==> config.mk <==
export PLATFORM = sky130hd
export DESIGN_NAME = pipe_ctrl
export DESIGN_NICKNAME = d
export VERILOG_FILES = /design/src/rtl/pipe_pkg.sv /design/src/rtl/hazard_detect.sv /design/src/rtl/pipe_ctrl.sv
export SDC_FILE = /design/constraint.sdc
export NUM_CORES = 1
export LEC_CHECK = 0
export BUFFER_PORTS_ARGS = -buffer_cell sky130_fd_sc_hd__buf_4
export CAP_MARGIN = 20
export CORE_UTILIZATION = 46
export CTS_CLUSTER_DIAMETER = 40
export DETAILED_ROUTE_END_ITERATION = 16
export GPL_ROUTABILITY_DRIVEN = 0
export PLACE_DENSITY = 0.74
export SYNTH_ARGS = -nofsm -noshare
export SYNTH_HDL_FRONTEND = slang
export SYNTH_SLANG_ARGS = --single-unit
==> constraint.sdc <==
create_clock -name i_clk -period 1.6 [get_ports i_clk]
set_input_delay 0.24 -clock i_clk [delete_from_list [all_inputs] [get_ports i_clk]]
set_output_delay 0.24 -clock i_clk [all_outputs]
set_load 0.005 [all_outputs]
==> src/rtl/pipe_pkg.sv <==
// Shared types and constants for the pipeline controller.
package pipe_pkg;

    localparam int unsigned REG_ADDR_W = 5;
    localparam int unsigned WAIT_CNT_W = 16;
    localparam int unsigned PERF_CNT_W = 32;

    typedef enum logic [1:0] {
        ST_RUN      = 2'd0,
        ST_MEM_WAIT = 2'd1,
        ST_HALT     = 2'd2
    } pipe_state_e;

    typedef struct packed {
        logic pc_en;
        logic if_id_en;
        logic id_ex_en;
        logic ex_mem_en;
        logic if_id_flush;
        logic id_ex_flush;
        logic mem_wb_sel;
    } pipe_ctl_t;

    // Flowing pipeline, optionally redirected by a mispredict or held for a load-use bubble.
    function automatic pipe_ctl_t run_ctl(input logic mispred, input logic load_use);
        pipe_ctl_t c;
        c = '{pc_en: 1'b1, if_id_en: 1'b1, id_ex_en: 1'b1, ex_mem_en: 1'b1,
              if_id_flush: 1'b0, id_ex_flush: 1'b0, mem_wb_sel: 1'b0};
        if (mispred) begin
            c.if_id_flush = 1'b1;
            c.id_ex_flush = 1'b1;
            c.pc_en       = 1'b1;
        end else if (load_use) begin
            c.pc_en       = 1'b0;
            c.if_id_en    = 1'b0;
            c.id_ex_flush = 1'b1;
        end
        return c;
    endfunction

    // Everything up to EX/MEM frozen, bubble fed into WB.
    function automatic pipe_ctl_t freeze_ctl();
        pipe_ctl_t c;
        c = '{pc_en: 1'b0, if_id_en: 1'b0, id_ex_en: 1'b0, ex_mem_en: 1'b0,
              if_id_flush: 1'b0, id_ex_flush: 1'b0, mem_wb_sel: 1'b1};
        return c;
    endfunction

endpackage

==> src/rtl/hazard_detect.sv <==
// Load-use hazard: EX holds a load whose destination an ID source operand needs.
module hazard_detect
    import pipe_pkg::*;
(
    input  logic [REG_ADDR_W-1:0] rs1_addr,
    input  logic [REG_ADDR_W-1:0] rs2_addr,
    input  logic                  rs1_used,
    input  logic                  rs2_used,
    input  logic [REG_ADDR_W-1:0] ex_rd_addr,
    input  logic                  ex_ld,
    output logic                  load_use_c
);

    logic rd_nonzero;
    logic rs1_hit;
    logic rs2_hit;

    // x0 is never a real dependency.
    assign rd_nonzero = (ex_rd_addr != '0);
    assign rs1_hit    = rs1_used && (rs1_addr == ex_rd_addr);
    assign rs2_hit    = rs2_used && (rs2_addr == ex_rd_addr);
    assign load_use_c = ex_ld && rd_nonzero && (rs1_hit || rs2_hit);

endmodule

==> src/rtl/pipe_ctrl.sv <==
// Five-stage pipeline stall/flush controller with data-memory timeout.
// Optional performance counters enabled by defining PIPE_CTRL_PERF_EN.
module pipe_ctrl
    import pipe_pkg::*;
#(
    parameter int unsigned MEM_TIMEOUT = 255
) (
    input  logic                  i_clk,
    input  logic                  i_rst_n,
    input  logic [REG_ADDR_W-1:0] id_rs1_addr_i,
    input  logic [REG_ADDR_W-1:0] id_rs2_addr_i,
    input  logic                  id_rs1_used_i,
    input  logic                  id_rs2_used_i,
    input  logic [REG_ADDR_W-1:0] ex_rd_addr_i,
    input  logic                  ex_ld_i,
    input  logic                  ex_mispred_i,
    input  logic                  mem_req_i,
    input  logic                  mem_ack_i,
    output logic                  pc_en_o,
    output logic                  if_id_en_o,
    output logic                  id_ex_en_o,
    output logic                  ex_mem_en_o,
    output logic                  if_id_flush_o,
    output logic                  id_ex_flush_o,
    output logic                  mem_wb_sel_o,
    output logic                  err_o
`ifdef PIPE_CTRL_PERF_EN
    ,
    output logic [PERF_CNT_W-1:0] stall_cnt_o,
    output logic [PERF_CNT_W-1:0] flush_cnt_o
`endif
);

    pipe_state_e           state;
    logic [WAIT_CNT_W-1:0] wait_cnt;
    logic                  err_q;
    logic                  load_use;
    logic                  mem_stall;
    pipe_ctl_t             ctl;

    hazard_detect u_hazard_detect (
        .rs1_addr   (id_rs1_addr_i),
        .rs2_addr   (id_rs2_addr_i),
        .rs1_used   (id_rs1_used_i),
        .rs2_used   (id_rs2_used_i),
        .ex_rd_addr (ex_rd_addr_i),
        .ex_ld      (ex_ld_i),
        .load_use_c (load_use)
    );

    // A same-cycle ack is a zero-wait access and never stalls.
    assign mem_stall = mem_req_i && !mem_ack_i;

    always_ff @(posedge i_clk) begin
        if (!i_rst_n) begin
            state    <= ST_RUN;
            wait_cnt <= '0;
            err_q    <= 1'b0;
        end else begin
            case (state)
                ST_RUN: begin
                    if (mem_stall) begin
                        state    <= ST_MEM_WAIT;
                        wait_cnt <= WAIT_CNT_W'(1);
                    end
                end
                ST_MEM_WAIT: begin
                    if (mem_ack_i) begin
                        state    <= ST_RUN;
                        wait_cnt <= '0;
                    end else begin
                        wait_cnt <= wait_cnt + WAIT_CNT_W'(1);
                        if (wait_cnt == WAIT_CNT_W'(MEM_TIMEOUT)) begin
                            state <= ST_HALT;
                            err_q <= 1'b1;
                        end
                    end
                end
                ST_HALT: begin
                    err_q <= 1'b1;
                end
                default: begin
                    state <= ST_RUN;
                end
            endcase
        end
    end

    // Stage controls follow state and inputs with no added latency.
    always_comb begin
        ctl = run_ctl(1'b0, 1'b0);
        if (!i_rst_n) begin
            ctl = '{pc_en: 1'b1, if_id_en: 1'b1, id_ex_en: 1'b1, ex_mem_en: 1'b1,
                    if_id_flush: 1'b1, id_ex_flush: 1'b1, mem_wb_sel: 1'b1};
        end else begin
            case (state)
                ST_RUN:      ctl = mem_stall ? freeze_ctl() : run_ctl(ex_mispred_i, load_use);
                ST_MEM_WAIT: ctl = mem_ack_i ? run_ctl(ex_mispred_i, load_use) : freeze_ctl();
                ST_HALT:     ctl = freeze_ctl();
                default:     ctl = run_ctl(1'b0, 1'b0);
            endcase
        end
    end

    assign pc_en_o       = ctl.pc_en;
    assign if_id_en_o    = ctl.if_id_en;
    assign id_ex_en_o    = ctl.id_ex_en;
    assign ex_mem_en_o   = ctl.ex_mem_en;
    assign if_id_flush_o = ctl.if_id_flush;
    assign id_ex_flush_o = ctl.id_ex_flush;
    assign mem_wb_sel_o  = ctl.mem_wb_sel;
    assign err_o         = err_q;

`ifdef PIPE_CTRL_PERF_EN
    logic [PERF_CNT_W-1:0] stall_cnt;
    logic [PERF_CNT_W-1:0] flush_cnt;

    // Free-running event counters; natural wrap at 2^32.
    always_ff @(posedge i_clk) begin
        if (!i_rst_n) begin
            stall_cnt <= '0;
            flush_cnt <= '0;
        end else begin
            if (!ctl.pc_en) begin
                stall_cnt <= stall_cnt + PERF_CNT_W'(1);
            end
            if (ctl.id_ex_flush) begin
                flush_cnt <= flush_cnt + PERF_CNT_W'(1);
            end
        end
    end

    assign stall_cnt_o = stall_cnt;
    assign flush_cnt_o = flush_cnt;
`endif

endmodule
== After elaboration in Yosys (flattened, before gate mapping) ==
Index checks and enable logic that the tools add are counted.

* Logic and storage cells: 48
* Register bits: 19
* Input bits: 23

* Reductions and logical operators: 14
* Mux-type cells: 20
* Bitwise logic cells: 1
* Add/subtract/negate cells: 1
* Equality and inequality tests: 9

{| class="wikitable"
|+ Operator list
! kind !! count
|-
| $mux 16 || 2
|-
| $pmux 16 s2 || 1
|-
| $mux 7 || 3
|-
| $pmux 7 s3 || 1
|-
| $add 16x1->16 const B || 1
|-
| $eq 16x8->1 const B || 1
|-
| $eq 5x5->1 || 2
|-
| $mux 2 || 4
|-
| $mux 1 || 7
|-
| $ne 2x2->1 const B || 3
|-
| $pmux 2 s3 || 1
|-
| $reduce_and 3->1 || 2
|-
| $logic_and 1x1->1 || 5
|-
| $reduce_bool 5->1 || 1
|-
| $reduce_bool 2->1 || 2
|-
| $ne 3x3->1 const B || 1
|-
| $eq 2x1->1 const B || 1
|-
| $eq 2x2->1 const B || 1
|-
| $logic_not 2->1 || 1
|-
| $pmux 1 s2 || 1
|-
| $reduce_and 2->1 || 1
|-
| $logic_not 1->1 || 1
|-
| $logic_or 1x1->1 || 1
|-
| $not 1->1 || 1
|}

== Depth between registers and ports, before layout ==
Gate-level depths: netlist (run 1).

* Word-level depth: 9
* Mapped depth: 6

== Modules after synthesis ==
A second synthesis (run 1) with hierarchy kept.

* Cell total of the unflattened synthesis: 141
* Area, all modules: 1221.2 um2

{| class="wikitable"
|+ Modules (own cells, without submodules)
! module !! times used !! cells each !! area each (um2)
|-
| pipe_ctrl || 1 || 124 || 1087.3
|-
| hazard_detect || 1 || 17 || 133.9
|}

== Worst setup path after synthesis (run 1) ==
OpenSTA, ideal clock, no wires.

* Path kind: register to output
* From: register state[1]
* To: output port pc_en_o
* Data arrival time: 1.378 ns
* Slack: -0.018 ns
* Cell stages (with the launch flop): 7
* Data required time: 1.360 ns
* Buffers on the path: 2
* Cells stage by stage: dfxtp_1 clkbuf_1 inv_2 a31oi_1 nand2_1 o31a_1 buf_4

* Word-level cells in the longest chain between the ends: 3
* Elaborated cells on any way between the ends: 5

{| class="wikitable"
|+ Ends and longest elaborated chain
! element !! RTL line !! source
|-
| from (decl) || pipe_ctrl.sv:34 || <nowiki>pipe_state_e state;</nowiki>
|-
| from (signal assigned) || pipe_ctrl.sv:56 || <nowiki>state <= ST_RUN;</nowiki>
|-
| from (signal assigned) || pipe_ctrl.sv:63 || <nowiki>state <= ST_MEM_WAIT;</nowiki>
|-
| from (signal assigned) || pipe_ctrl.sv:69 || <nowiki>state <= ST_RUN;</nowiki>
|-
| $eq 2x2->1, or another cell as far along || pipe_ctrl.sv:96 || <nowiki>case (state)</nowiki>
|-
| $pmux 7 s3 (*) || pipe_ctrl.sv:96 ||
|-
| $mux 7 (*) || pipe_ctrl.sv:92 || <nowiki>if (!i_rst_n) begin</nowiki>
|-
| to (decl) || pipe_ctrl.sv:19 || <nowiki>output logic pc_en_o,</nowiki>
|}

Every way passes the cells marked *; elsewhere a longest branch is shown, timed or not.

== Final worst setup path (run 1) ==
* From: input port ex_rd_addr_i[4]
* To: output port if_id_en_o

* Word-level cells in the longest chain between the ends: 9
* Elaborated cells on any way between the ends: 14

{| class="wikitable"
|+ Ends and longest elaborated chain
! element !! RTL line !! source
|-
| from (decl) || pipe_ctrl.sv:14 || <nowiki>input logic [REG_ADDR_W-1:0] ex_rd_addr_i,</nowiki>
|-
| $eq 5x5->1, on equally long branches || hazard_detect.sv:20, hazard_detect.sv:21 ||
|-
| $logic_and 1x1->1, on equally long branches || hazard_detect.sv:20, hazard_detect.sv:21 ||
|-
| $logic_or 1x1->1 || hazard_detect.sv:22 || <nowiki>assign load_use_c = ex_ld && rd_nonzero && (rs1_hit || rs2_hit);</nowiki>
|-
| $logic_and 1x1->1 (*) || hazard_detect.sv:22 ||
|-
| $mux 2 (*) || pipe_pkg.sv:33 || <nowiki>end else if (load_use) begin</nowiki>
|-
| $mux 1 (*) || pipe_pkg.sv:29 || <nowiki>if (mispred) begin</nowiki>
|-
| $mux 7, on equally long branches || pipe_ctrl.sv:98, pipe_ctrl.sv:97 ||
|-
| $pmux 7 s3 (*) || pipe_ctrl.sv:96 ||
|-
| $mux 7 (*) || pipe_ctrl.sv:92 ||
|-
| to (decl) || pipe_ctrl.sv:20 || <nowiki>output logic if_id_en_o,</nowiki>
|}

Marks and branches as above.

==> results by group, run 1 <==
Outcome
  • Status: finished with violations
  • Failing checks: setup timing

Worst setup path
  • Crit-path cells: buf_4 -> xor2_1 -> nor4_1 -> a32oi_1 -> o31a_1 -> buf_4
  • Crit-path max FO: 3
  • Crit path top cell by count: buf_4
  • Crit path arrival time: 1.57 ns
  • Worst Setup Start Kind: input port
  • CP peak stage delay: 0.35 ns
  • Critical setup path kind: in -> out
  • Slowest cell on the critical path: o31a_1
  • Req. time, crit path: 1.36 ns
  • Crit. End Element: output port

Floorplan
  • Die area: 2640 um2
  • CORE AREA: 2250 um2
  • Initial core utilization: 49.8%
  • I/O pin count: 31
  • Die H: 51.4 um
  • # rows: 17
  • Die width: 51.4 um

Timing
  • Minimum clock period: 1.81 ns
  • Clk_skew: 0.00656 ns
  • Max Slew Vio Count: 0
  • Tcrit/Tclk final: 113%
  • Setup TNS Final: -0.542 ns
  • Final hold violation count: 0
  • Top achievable clock speed: 553 MHz
  • Slew margin rel.: 70.6%
  • RSZ-0062 raised after global routing: true
  • # setup viols final: 3
  • Final worst slack: -0.209 ns
  • Worst slew pin tran: 0.439 ns

Finish
  • Share of layout cells above drive strength 1: 46.3%
  • Layout Cells excl Fill: 218
  • # fillers: 167
  • Final core utilization: 77.0%
  • Area grow syn2layout: 54.5%
  • N_diodes: 0
  • Nets: 215

Route
  • Routed WL per cell: 16.2 um
  • DR vias: 1268
  • DRC: 0
  • Routed Antenna Nets: 0
  • Final WL: 3.54 mm
  • Pre-Repair DR Iteration Count: 4
  • Vias/cell: 5.82
  • 1st-iter DRT viols: 23

Synthesis
  • Synth top cells by count: dfxtp_1 (19), a21oi_1 (10), nand2_1 (10), xor2_1 (9), nor2_1 (8)
  • Yosys top cell area share: 33.9%
  • Synthesis Warnings: 0
  • Syn Area/Cell: 8.38 um2
  • Synth unique cells: 44
  • Post-Syn Nets: 158
  • Most common cell in the netlist: dfxtp_1
  • Post-synth EDFFs: 0
  • Main area contributors after synthesis: dfxtp_1 (34%), xor2_1 (7.0%), xnor2_1 (4.7%), a21oi_1 (4.5%), nand2_1 (3.3%)
  • Top_reg_cell synth: dfxtp_1
  • Async S/R FF share, synth: 0%
  • Cells after Synth: 134
  • Sequential share of the synthesized area: 33.9%
  • Mapped Area: 1120 um2
  • Register bit total from synthesis: 19
  • Area leader, netlist: dfxtp_1

Placed design
  • Dpl hpwl: 2.35 mm
  • PortBufs: 30
  • Inst Count DP: 205

Global routing
  • Largest net degree at the start of global routing: 13
  • First-pass GRT wire length: 5.09 mm
  • Vias in the first global route: 1175
  • Grt ovf: 0
  • Initial antenna violation count: 0
  • GRT Overall Usage: 26.1%

Clock tree
  • Clock latency on the worst-skew pair: 0.30 ns
  • Maximum clock insertion buffer count: 2
  • Number of H-tree levels: 1
  • Root buffer cell: clkbuf_4
  • Clock transition at path regs: 0.12 ns
  • CTS tree: done
  • TritonCTS Buffers: 3
  • Clk sinks: 19

Job
  • Max-cap viol count: 0

Power
  • Max IR drop VDD: 0.478 mV
  • Share of total power in combinational logic: 20.6%
  • Net switching power: 0.254 mW
  • Internal power: 0.676 mW
  • Pwr per Cell Area: 536 nW/um2
  • Sw Share: 27.3%
  • Clock power frac: 27.6%
  • Leakage: 0.671 nW
  • Sequential fraction of design power: 51.8%

Min path
  • Hold WC Path Type: in -> reg
## worst max-delay path, delay by kind of cell
kind | cells | cell delay (ns)
buf+inv | 2 | 0.27
simple gates | 1 | 0.32
xor+xnor | 1 | 0.16
compound gates | 2 | 0.58
## metrics by stage
| stage | area, um2 | total power, mW | setup slack, ns | hold WS [ns] |
|---|---|---|---|---|
| detailed placement | 1500 | 0.657 | -0.0970 | 0.462 |
| global placement | 1500 | 0.650 | -0.0208 | 0.462 |
| global route | 1740 | 0.975 | -0.221 | 0.175 |
| CTS | 1610 | 0.925 | -0.0689 | 0.174 |
| finish | 1740 | 0.931 | -0.209 | 0.193 |
| floorplan | 1140 | 0.557 | 0.00819 | 0.357 |
## per-layer routing
metal / vias up / wire length (um) / part of all wire, % / track usage (%)
met5: - / 0 / 0 / 0
met4: 0 / 87 / 2.5 / 8.11
met3: 10 / 128 / 3.6 / 6.55
met2: 35 / 1970 / 56 / 46.3
met1: 615 / 1350 / 38 / 30.2
li1: 608 / - / - / -
## cell type report
class | instances | area [um2] | area share, %
Clock buffer | 3 | 22.5 | 1.30
Inverter | 7 | 26.3 | 1.51
Multi-Input combinational cell | 102 | 796 | 45.9
Tap cell | 28 | 35.0 | 2.02
Timing Repair Buffer | 58 | 458 | 26.4
Sequential cell | 19 | 390 | 22.5
Clock inverter | 1 | 7.51 | 0.433
## repair_timing
item,in CTS,in global routing
pin swaps,9,7
endpoints found under the setup margin,13,15
hold buffers,0,0
resized for setup,10,26
buffers inserted,5,4
## placed cells by master (no fill, tap or decap), types with 2 or more instances in the layout
| master | n |
|---|---|
| buf_4 | 52 |
| dfxtp_1 | 13 |
| nand2_1 | 10 |
| xor2_1 | 9 |
| nor2_1 | 8 |
| xnor2_1 | 6 |
| a21oi_1 | 6 |
| buf_6 | 6 |
| nand3_1 | 5 |
| inv_1 | 5 |
| o31ai_1 | 5 |
| dfxtp_2 | 5 |
| o21ai_1 | 4 |
| a21oi_2 | 4 |
| or3_1 | 4 |
| or4_1 | 3 |
| o21ai_0 | 3 |
| clkbuf_4 | 3 |
| inv_2 | 2 |
| nor4_1 | 2 |
| and3_4 | 2 |
| o2111ai_4 | 2 |
| nand4_1 | 2 |
| or4_4 | 2 |
| mux2i_1 | 2 |
## logic make-up after synthesis
group / count (synthesis) / synth area share, %
AND/OR/NAND/NOR: 48 / 23.2
AO/OA/AOI/OAI: 36 / 22.6
flip-flops: 19 / 33.9
XOR/XNOR: 15 / 11.7
buffers and inverters: 13 / 5.79
multiplexers: 2 / 1.78
adder cells (fa/ha/maj): 1 / 1.11
## registers in the layout, indices dropped and copies added (netlist names)
name,flops
err_o,1
state,2
wait_cnt,16
## power by group through the flow
stage               clock network [mW]  registers (mW)  logic (mW)
finish                           0.257           0.482       0.191
floorplan                            0           0.491      0.0662
detailed placement                   0           0.492       0.164
CTS                              0.267           0.480       0.179
global placement                     0           0.492       0.158
global route                     0.287           0.483       0.205
## final timing paths
path / to / cells past startpoint / start / slack (ns)
worst max register to register: wait_cnt[15]$_SDFFE_PN0P_ / 5 / wait_cnt[0]$_SDFFE_PN0P_ / 0.01
worst min register to register: err_o$_SDFFE_PN0P_ / 1 / err_o$_SDFFE_PN0P_ / 0.49
worst min-delay path: err_o$_SDFFE_PN0P_ / 2 / i_rst_n / 0.19
worst max-delay path: if_id_en_o / 6 / ex_rd_addr_i[4] / -0.21
(Power assumes the default switching activity.)
==> inputs of run 2 (changes only) <==
--- a/config.mk
+++ b/config.mk
@@ -5,13 +5,14 @@
 export SDC_FILE = /design/constraint.sdc
 export NUM_CORES = 1
 export LEC_CHECK = 0
+export ABC_AREA = 1
 export BUFFER_PORTS_ARGS = -buffer_cell sky130_fd_sc_hd__buf_4
 export CAP_MARGIN = 20
-export CORE_UTILIZATION = 46
-export CTS_CLUSTER_DIAMETER = 40
+export CORE_UTILIZATION = 47
 export DETAILED_ROUTE_END_ITERATION = 16
 export GPL_ROUTABILITY_DRIVEN = 0
-export PLACE_DENSITY = 0.74
+export PLACE_DENSITY = 0.75
+export SKIP_CTS_REPAIR_TIMING = 1
 export SYNTH_ARGS = -nofsm -noshare
 export SYNTH_HDL_FRONTEND = slang
 export SYNTH_SLANG_ARGS = --single-unit
==> results by group, run 2 <==
Outcome
  • Status: finished, final reports clean

Route
  • DRC: 0 (unchanged)
  • Routed Antenna Nets: 0 (unchanged)
  • Routed WL per cell: 9.36 um (-42%)
  • Final WL: 2.49 mm (-30%)
  • DR vias: 1266 (-0.16%)
  • 1st-iter DRT viols: 27 (+17%)
  • Pre-Repair DR Iteration Count: 4 (unchanged)
  • Vias/cell: 4.76 (-18%)

Synthesis
  • Synth Area in Compound Gates: 13.0% (-9.6 points)
  • Main combinational cell family by area after synthesis: simple AND/OR/NAND/NOR gates
  • Synth top cells by count: nand2_1 (51), nor2_1 (35), inv_1 (34), dfxtp_1 (19)
  • Async S/R FF share, synth: 0% (unchanged)
  • Mapped Area: 1220 um2 (+8.7%)
  • Post-synth EDFFs: 0 (unchanged)
  • Synthesis Warnings: 0 (unchanged)
  • Most common cell in the netlist: nand2_1
  • Post-synthesis adder-cell area fraction: 1.02% (-0.089 points)
  • Cells after Synth: 203 (+51%)
  • Synth unique cells: 21 (-52%)
  • Yosys top cell area share: 31.1% (-2.7 points)
  • Simple-gate share of the synthesized area: 39.4% (+16 points)
  • Register bit total from synthesis: 19 (unchanged)
  • Sequential share of the synthesized area: 31.1% (-2.7 points)
  • Area leader, netlist: dfxtp_1
  • Post-Syn Nets: 227 (+44%)
  • Top_reg_cell synth: dfxtp_1
  • Main area contributors after synthesis: dfxtp_1 (31%), nand2_1 (16%), nor2_1 (11%), inv_1 (10%), a21oi_1 (4.9%)
  • Mux share of post-synthesis cell area: 0% (-1.8 points)
  • Syn Area/Cell: 6.02 um2 (-28%)
  • Post-synthesis xor/xnor area fraction: 2.15% (-9.5 points)

Power
  • Max IR drop VDD: 0.339 mV (-29%)
  • Power, Total: 0.907 mW (-2.5%)
  • Pwr per Cell Area: 585 nW/um2 (+9.0%)
  • Leakage: 0.737 nW (+9.8%)

Global routing
  • First-pass GRT wire length: 3.93 mm (-23%)
  • Largest net degree at the start of global routing: 12 (-1)
  • Vias in the first global route: 1061 (-9.7%)
  • Initial antenna violation count: 0 (unchanged)
  • Grt ovf: 0 (unchanged)
  • GRT Overall Usage: 18.5% (-7.5 points)

Worst setup path
  • Req. time, crit path: 1.36 ns (about the same)
  • Reg2reg start: wait_cnt[1]$_SDFFE_PN0P_
  • R2r worst-path depth: 9 (+4)
  • Crit Reg-Reg Endpoint: wait_cnt[10]$_SDFFE_PN0P_
  • Flop2flop setup slack: 0.18 ns (+0.17 ns)
  • Worst Setup Start Kind: register
  • Critical setup path kind: reg -> out
  • Crit-path max FO: 5 (+2)
  • Crit. End Element: output port
  • Crit path arrival time: 1.36 ns (-0.21 ns)

Min path
  • Hold Path End: state[0]$_SDFFE_PN0P_
  • Hold WC Path Type: in -> reg
  • Hold Path Cell Cnt: 3 (+1)
  • Hold Crit Start: mem_req_i

Floorplan
  • Initial core utilization: 49.7% (-0.088 points)
  • Die H: 53.0 um (+3.0%)
  • Die width: 53.0 um (+3.0%)
  • Die area: 2810 um2 (+6.1%)
  • CORE AREA: 2450 um2 (+8.9%)
  • # rows: 18 (+1)
  • I/O pin count: 31 (unchanged)

Timing
  • Tcrit/Tclk final: 99.9% (-13 points)
  • RSZ-0062 raised after global routing: true
  • Minimum clock period: 1.60 ns (-0.211 ns)
  • Worst slew pin tran: 0.247 ns (-0.192 ns)
  • Final worst slack: 0.00198 ns (+0.211 ns)
  • # setup viols final: 0 (-3)
  • Slew margin rel.: 83.5% (+13 points)
  • Max Slew Vio Count: 0 (unchanged)
  • Clk_skew: 0.00306 ns (-0.00350 ns)
  • Top achievable clock speed: 626 MHz (+13%)
  • Final hold violation count: 0 (unchanged)

Clock tree
  • TritonCTS Buffers: 3 (unchanged)
  • Number of H-tree levels: 1 (unchanged)
  • CTS tree: done
  • Clk sinks: 19 (unchanged)
  • Root buffer cell: clkbuf_4
  • Clock latency on the worst-skew pair: 0.30 ns (about the same)
  • Clock transition at path regs: 0.11 ns (about the same)
  • Maximum clock insertion buffer count: 2 (unchanged)

Placed design
  • Inst Count DP: 261 (+27%)
  • Dpl ws: 0.152 ns (+0.249 ns)
  • PortBufs: 30 (unchanged)
  • Dpl hpwl: 1.96 mm (-17%)

Finish
  • Max reg flops: 16 (unchanged)
  • Layout Cells excl Fill: 266 (+22%)
  • N_diodes: 0 (unchanged)
  • Final core utilization: 63.2% (-14 points)
  • Share of layout cells above drive strength 1: 22.9% (-23 points)
  • Leading cell types in the layout, fill and taps excluded: nand2_1 (49), inv_1 (33), nor2_1 (33)
  • Nets: 261 (+21%)
  • Reg with most FFs: wait_cnt
  • Commonest non-fill, non-tap cell in the layout: nand2_1
  • Area grow syn2layout: 27.0%

Job
  • Max-cap viol count: 0 (unchanged)
==> run 2: cell count changes after synthesis, moves of 7 or more <==
cell / change
nand2_1: +41
nor2_1: +27
o21ai_0: +7
inv_1: +29
==> run 2: area by class of cell <==
type,count,area (um2)
Multi-Input combinational cell,145,721
Clock inverter,1,5.00
Fill cell,245,903
Timing Repair Buffer,32,240
Inverter,36,138
Tap cell,30,37.5
Clock buffer,3,22.5
Sequential cell,19,388
==> run 2: critical path: stages (launching register included) <==
cell and delay, ns:
dfxtp_4 0.39, inv_4 0.07, nand2_4 0.06, o21ai_4 0.16
inv_2 0.07, nor2_4 0.09, nor3_2 0.04, nand2_1 0.08
buf_4 0.11
==> run 2: worst max path at each step <==
stage / startpoint / slack [ns] / cells past startpoint / to
after global routing: state[1]$_SDFFE_PN0P_ / -0.1 / 8 / id_ex_flush_o
after floorplan: state[1]$_SDFFE_PN0P_ / 0.13 / 8 / pc_en_o
after CTS: state[1]$_SDFFE_PN0P_ / -0.21 / 8 / if_id_en_o
after detailed placement: state[1]$_SDFFE_PN0P_ / 0.15 / 8 / if_id_en_o
final: state[1]$_SDFFE_PN0P_ / 0.002 / 8 / if_id_en_o
after global placement: state[1]$_SDFFE_PN0P_ / 0.18 / 8 / if_id_en_o
==> run 2: cells by family after synthesis <==
family	count (synthesis)
AND/OR/NAND/NOR	112
buffers and inverters	39
AO/OA/AOI/OAI	29
flip-flops	19
XOR/XNOR	3
adder cells (fa/ha/maj)	1
==> run 2: where the power goes <==
| part | leakage, nW | internal, mW | total (mW) | switching, mW |
|---|---|---|---|---|
| sequential | 0.155 | 0.475 | 0.479 | 0.00455 |
| combinational | 0.564 | 0.0883 | 0.181 | 0.0924 |
| clock | 0.0177 | 0.0931 | 0.247 | 0.154 |
==> run 2: per-stage QoR <==
stage	instance area (um2)	setup TNS [ns]	hold slack (ns)
3_3_place_gp	1470	0	0.454
5_1_grt	1550	-0.349	0.243
3_5_place_dp	1470	0	0.464
6_report	1550	0	0.221
2_1_floorplan	1220	0	0.405
4_1_cts	1490	-0.919	0.232
==> run 2: per-layer routing <==
| metal | global-route usage [%] | wire length [um] | up-vias |
|---|---|---|---|
| met5 | 0 | 0 | - |
| met1 | 22.7 | 1170 | 545 |
| met3 | 2.30 | 54 | 4 |
| met2 | 32.7 | 1230 | 20 |
| met4 | 6.58 | 29 | 0 |
| li1 | - | - | 697 |
==> inputs of run 3 (changes only) <==
--- a/config.mk
+++ b/config.mk
@@ -8,6 +8,7 @@
 export ABC_AREA = 1
 export BUFFER_PORTS_ARGS = -buffer_cell sky130_fd_sc_hd__buf_4
 export CAP_MARGIN = 20
+export CORE_MARGIN = 2
 export CORE_UTILIZATION = 47
 export DETAILED_ROUTE_END_ITERATION = 16
 export GPL_ROUTABILITY_DRIVEN = 0
==> results by group, run 3 (same netlist as run 2, synthesis figures left out) <==
Outcome
  • Status: finished with violations
  • Failing checks: setup timing

Min path
  • Hold WC Path Type: in -> reg
  • Hold Path End: wait_cnt[1]$_SDFFE_PN0P_
  • Hold Path Cell Cnt: 4 (+1)
  • Hold Crit Start: mem_ack_i

Global routing
  • Grt ovf: 0 (unchanged)
  • First-pass GRT wire length: 3.86 mm (-1.8%)
  • Largest net degree at the start of global routing: 12 (unchanged)
  • GRT Overall Usage: 17.5% (-1.1 points)
  • Vias in the first global route: 1037 (-2.3%)
  • Initial antenna violation count: 0 (unchanged)

Placed design
  • Dpl hpwl: 1.93 mm (-1.6%)
  • PortBufs: 30 (unchanged)
  • Dpl ws: 0.163 ns (+0.0112 ns)

Timing
  • Top achievable clock speed: 624 MHz (-0.28%)
  • # setup viols final: 2 (+2)
  • Tcrit/Tclk final: 100% (+0.28 points)
  • Slew margin rel.: 84.9% (+1.4 points)
  • Final worst slack: -0.00252 ns (-0.00450 ns)
  • Worst slew pin tran: 0.227 ns (-0.0203 ns)
  • Clk_skew: 0.00412 ns (+0.00106 ns)
  • Minimum clock period: 1.60 ns (+0.00450 ns)
  • Hold WS: 0.227 ns (+0.00595 ns)
  • RSZ-0062 raised after global routing: true
  • Setup TNS Final: -0.00417 ns (-0.00417 ns)
  • Max Slew Vio Count: 0 (unchanged)
  • Final hold violation count: 0 (unchanged)

Finish
  • Final core utilization: 62.1% (-1.1 points)
  • # fillers: 237 (-3.3%)
  • Leading cell types in the layout, fill and taps excluded: nand2_1 (50), inv_1 (34), nor2_1 (33)
  • Share of layout cells above drive strength 1: 22.5% (-0.42 points)
  • Reg with most FFs: wait_cnt
  • Area grow syn2layout: 25.9%
  • Nets: 261 (unchanged)
  • Max reg flops: 16 (unchanged)
  • Commonest non-fill, non-tap cell in the layout: nand2_1
  • N_diodes: 0 (unchanged)

Route
  • DRC: 0 (unchanged)
  • 1st-iter DRT viols: 26 (-3.7%)
  • Final WL: 2.41 mm (-3.4%)
  • Routed WL per cell: 9.04 um (-3.4%)
  • Vias/cell: 4.79 (+0.55%)
  • Routed Antenna Nets: 0 (unchanged)
  • DR vias: 1273 (+0.55%)
  • Pre-Repair DR Iteration Count: 4 (unchanged)

Clock tree
  • Clock latency on the worst-skew pair: 0.30 ns (about the same)
  • Clk sinks: 19 (unchanged)
  • Maximum clock insertion buffer count: 2 (unchanged)
  • Number of H-tree levels: 1 (unchanged)
  • CTS tree: done
  • Clock transition at path regs: 0.11 ns (about the same)
  • Root buffer cell: clkbuf_4
  • TritonCTS Buffers: 3 (unchanged)

Worst setup path
  • Worst Setup Start Kind: register
  • Flop2flop setup slack: 0.19 ns (about the same)
  • Req. time, crit path: 1.36 ns (about the same)
  • Crit. End Element: output port
  • Reg2reg start: wait_cnt[0]$_SDFFE_PN0P_
  • Crit-path max FO: 5 (unchanged)
  • Crit path arrival time: 1.36 ns (about the same)
  • Critical setup path kind: reg -> out
  • Crit Reg-Reg Endpoint: wait_cnt[8]$_SDFFE_PN0P_
  • R2r worst-path depth: 8 (-1)

Power
  • Sequential fraction of design power: 53.5% (+0.6 points)
  • Max IR drop VDD: 0.394 mV (+16%)
  • Clock power frac: 27.2% (about the same)
  • Leakage: 0.737 nW (about the same)
  • Net switching power: 0.242 mW (-3.6%)
  • Sw Share: 27.0% (-0.67 points)
  • Pwr per Cell Area: 582 nW/um2 (-0.37%)
  • Internal power: 0.654 mW (-0.35%)
  • Share of total power in combinational logic: 19.3% (-0.6 points)

Floorplan
  • # rows: 18 (unchanged)
  • Die H: 55.0 um (+3.8%)
  • Die width: 55.0 um (+3.8%)
  • Initial core utilization: 49.3% (-0.45 points)
  • Die area: 3020 um2 (+7.7%)
  • CORE AREA: 2480 um2 (+0.92%)
  • I/O pin count: 31 (unchanged)

Job
  • Max-cap viol count: 0 (unchanged)
-- run 3: per-layer routing --
layer	GRT usage, %	vias to the layer above	wire length, um
met2	30.6	26	1110
met3	3.23	5	88
met4	7.32	0	43
li1	-	705	-
met5	0	-	0
met1	20.8	537	1170
-- run 3: cell type report --
class / instances / area, um2 / area share (%)
timing repair buffer: 32 / 240 / 15.6
sequential: 19 / 389 / 25.3
tap: 30 / 37.5 / 2.44
inverter: 36 / 138 / 8.95
multi-input combinational: 145 / 706 / 45.9
clock buffer: 3 / 22.5 / 1.46
clock inverter: 1 / 5.00 / 0.325
-- run 3: worst max-delay path by stage --
stage | from | cells past startpoint | to | slack (ns)
6_report | state[1]$_SDFFE_PN0P_ | 8 | if_id_en_o | -0.003
5_1_grt | state[1]$_SDFFE_PN0P_ | 8 | if_id_en_o | -0.12
4_1_cts | state[1]$_SDFFE_PN0P_ | 8 | if_id_en_o | -0.18
3_5_place_dp | state[1]$_SDFFE_PN0P_ | 8 | if_id_en_o | 0.16
3_3_place_gp | state[1]$_SDFFE_PN0P_ | 8 | if_id_en_o | 0.17
2_1_floorplan | state[1]$_SDFFE_PN0P_ | 8 | pc_en_o | 0.13
-- run 3: per-stage QoR --
step                      cell area (um2)  power, mW  std cells
final                                1540      0.895        266
after global routing                 1540      0.946        266
after CTS                            1490      0.897        265
after detailed placement             1470      0.657        261
after global placement               1470      0.658        261
after floorplan                      1220      0.583        203
-- run 3: power groups by stage --
stage	clock network, mW	registers [mW]	logic (mW)
global route	0.272	0.480	0.195
global placement	0	0.491	0.167
finish	0.244	0.479	0.173
CTS	0.249	0.480	0.167
detailed placement	0	0.491	0.167
floorplan	0	0.490	0.0925
-- run 3: worst max-delay path: stages (launching register included) --
cell     delay (ns)
dfxtp_4        0.39
inv_4          0.07
nand2_4        0.05
o21ai_2        0.12
inv_1          0.08
nor2_2         0.12
nor3_2         0.05
nand2_1        0.09
buf_4          0.11
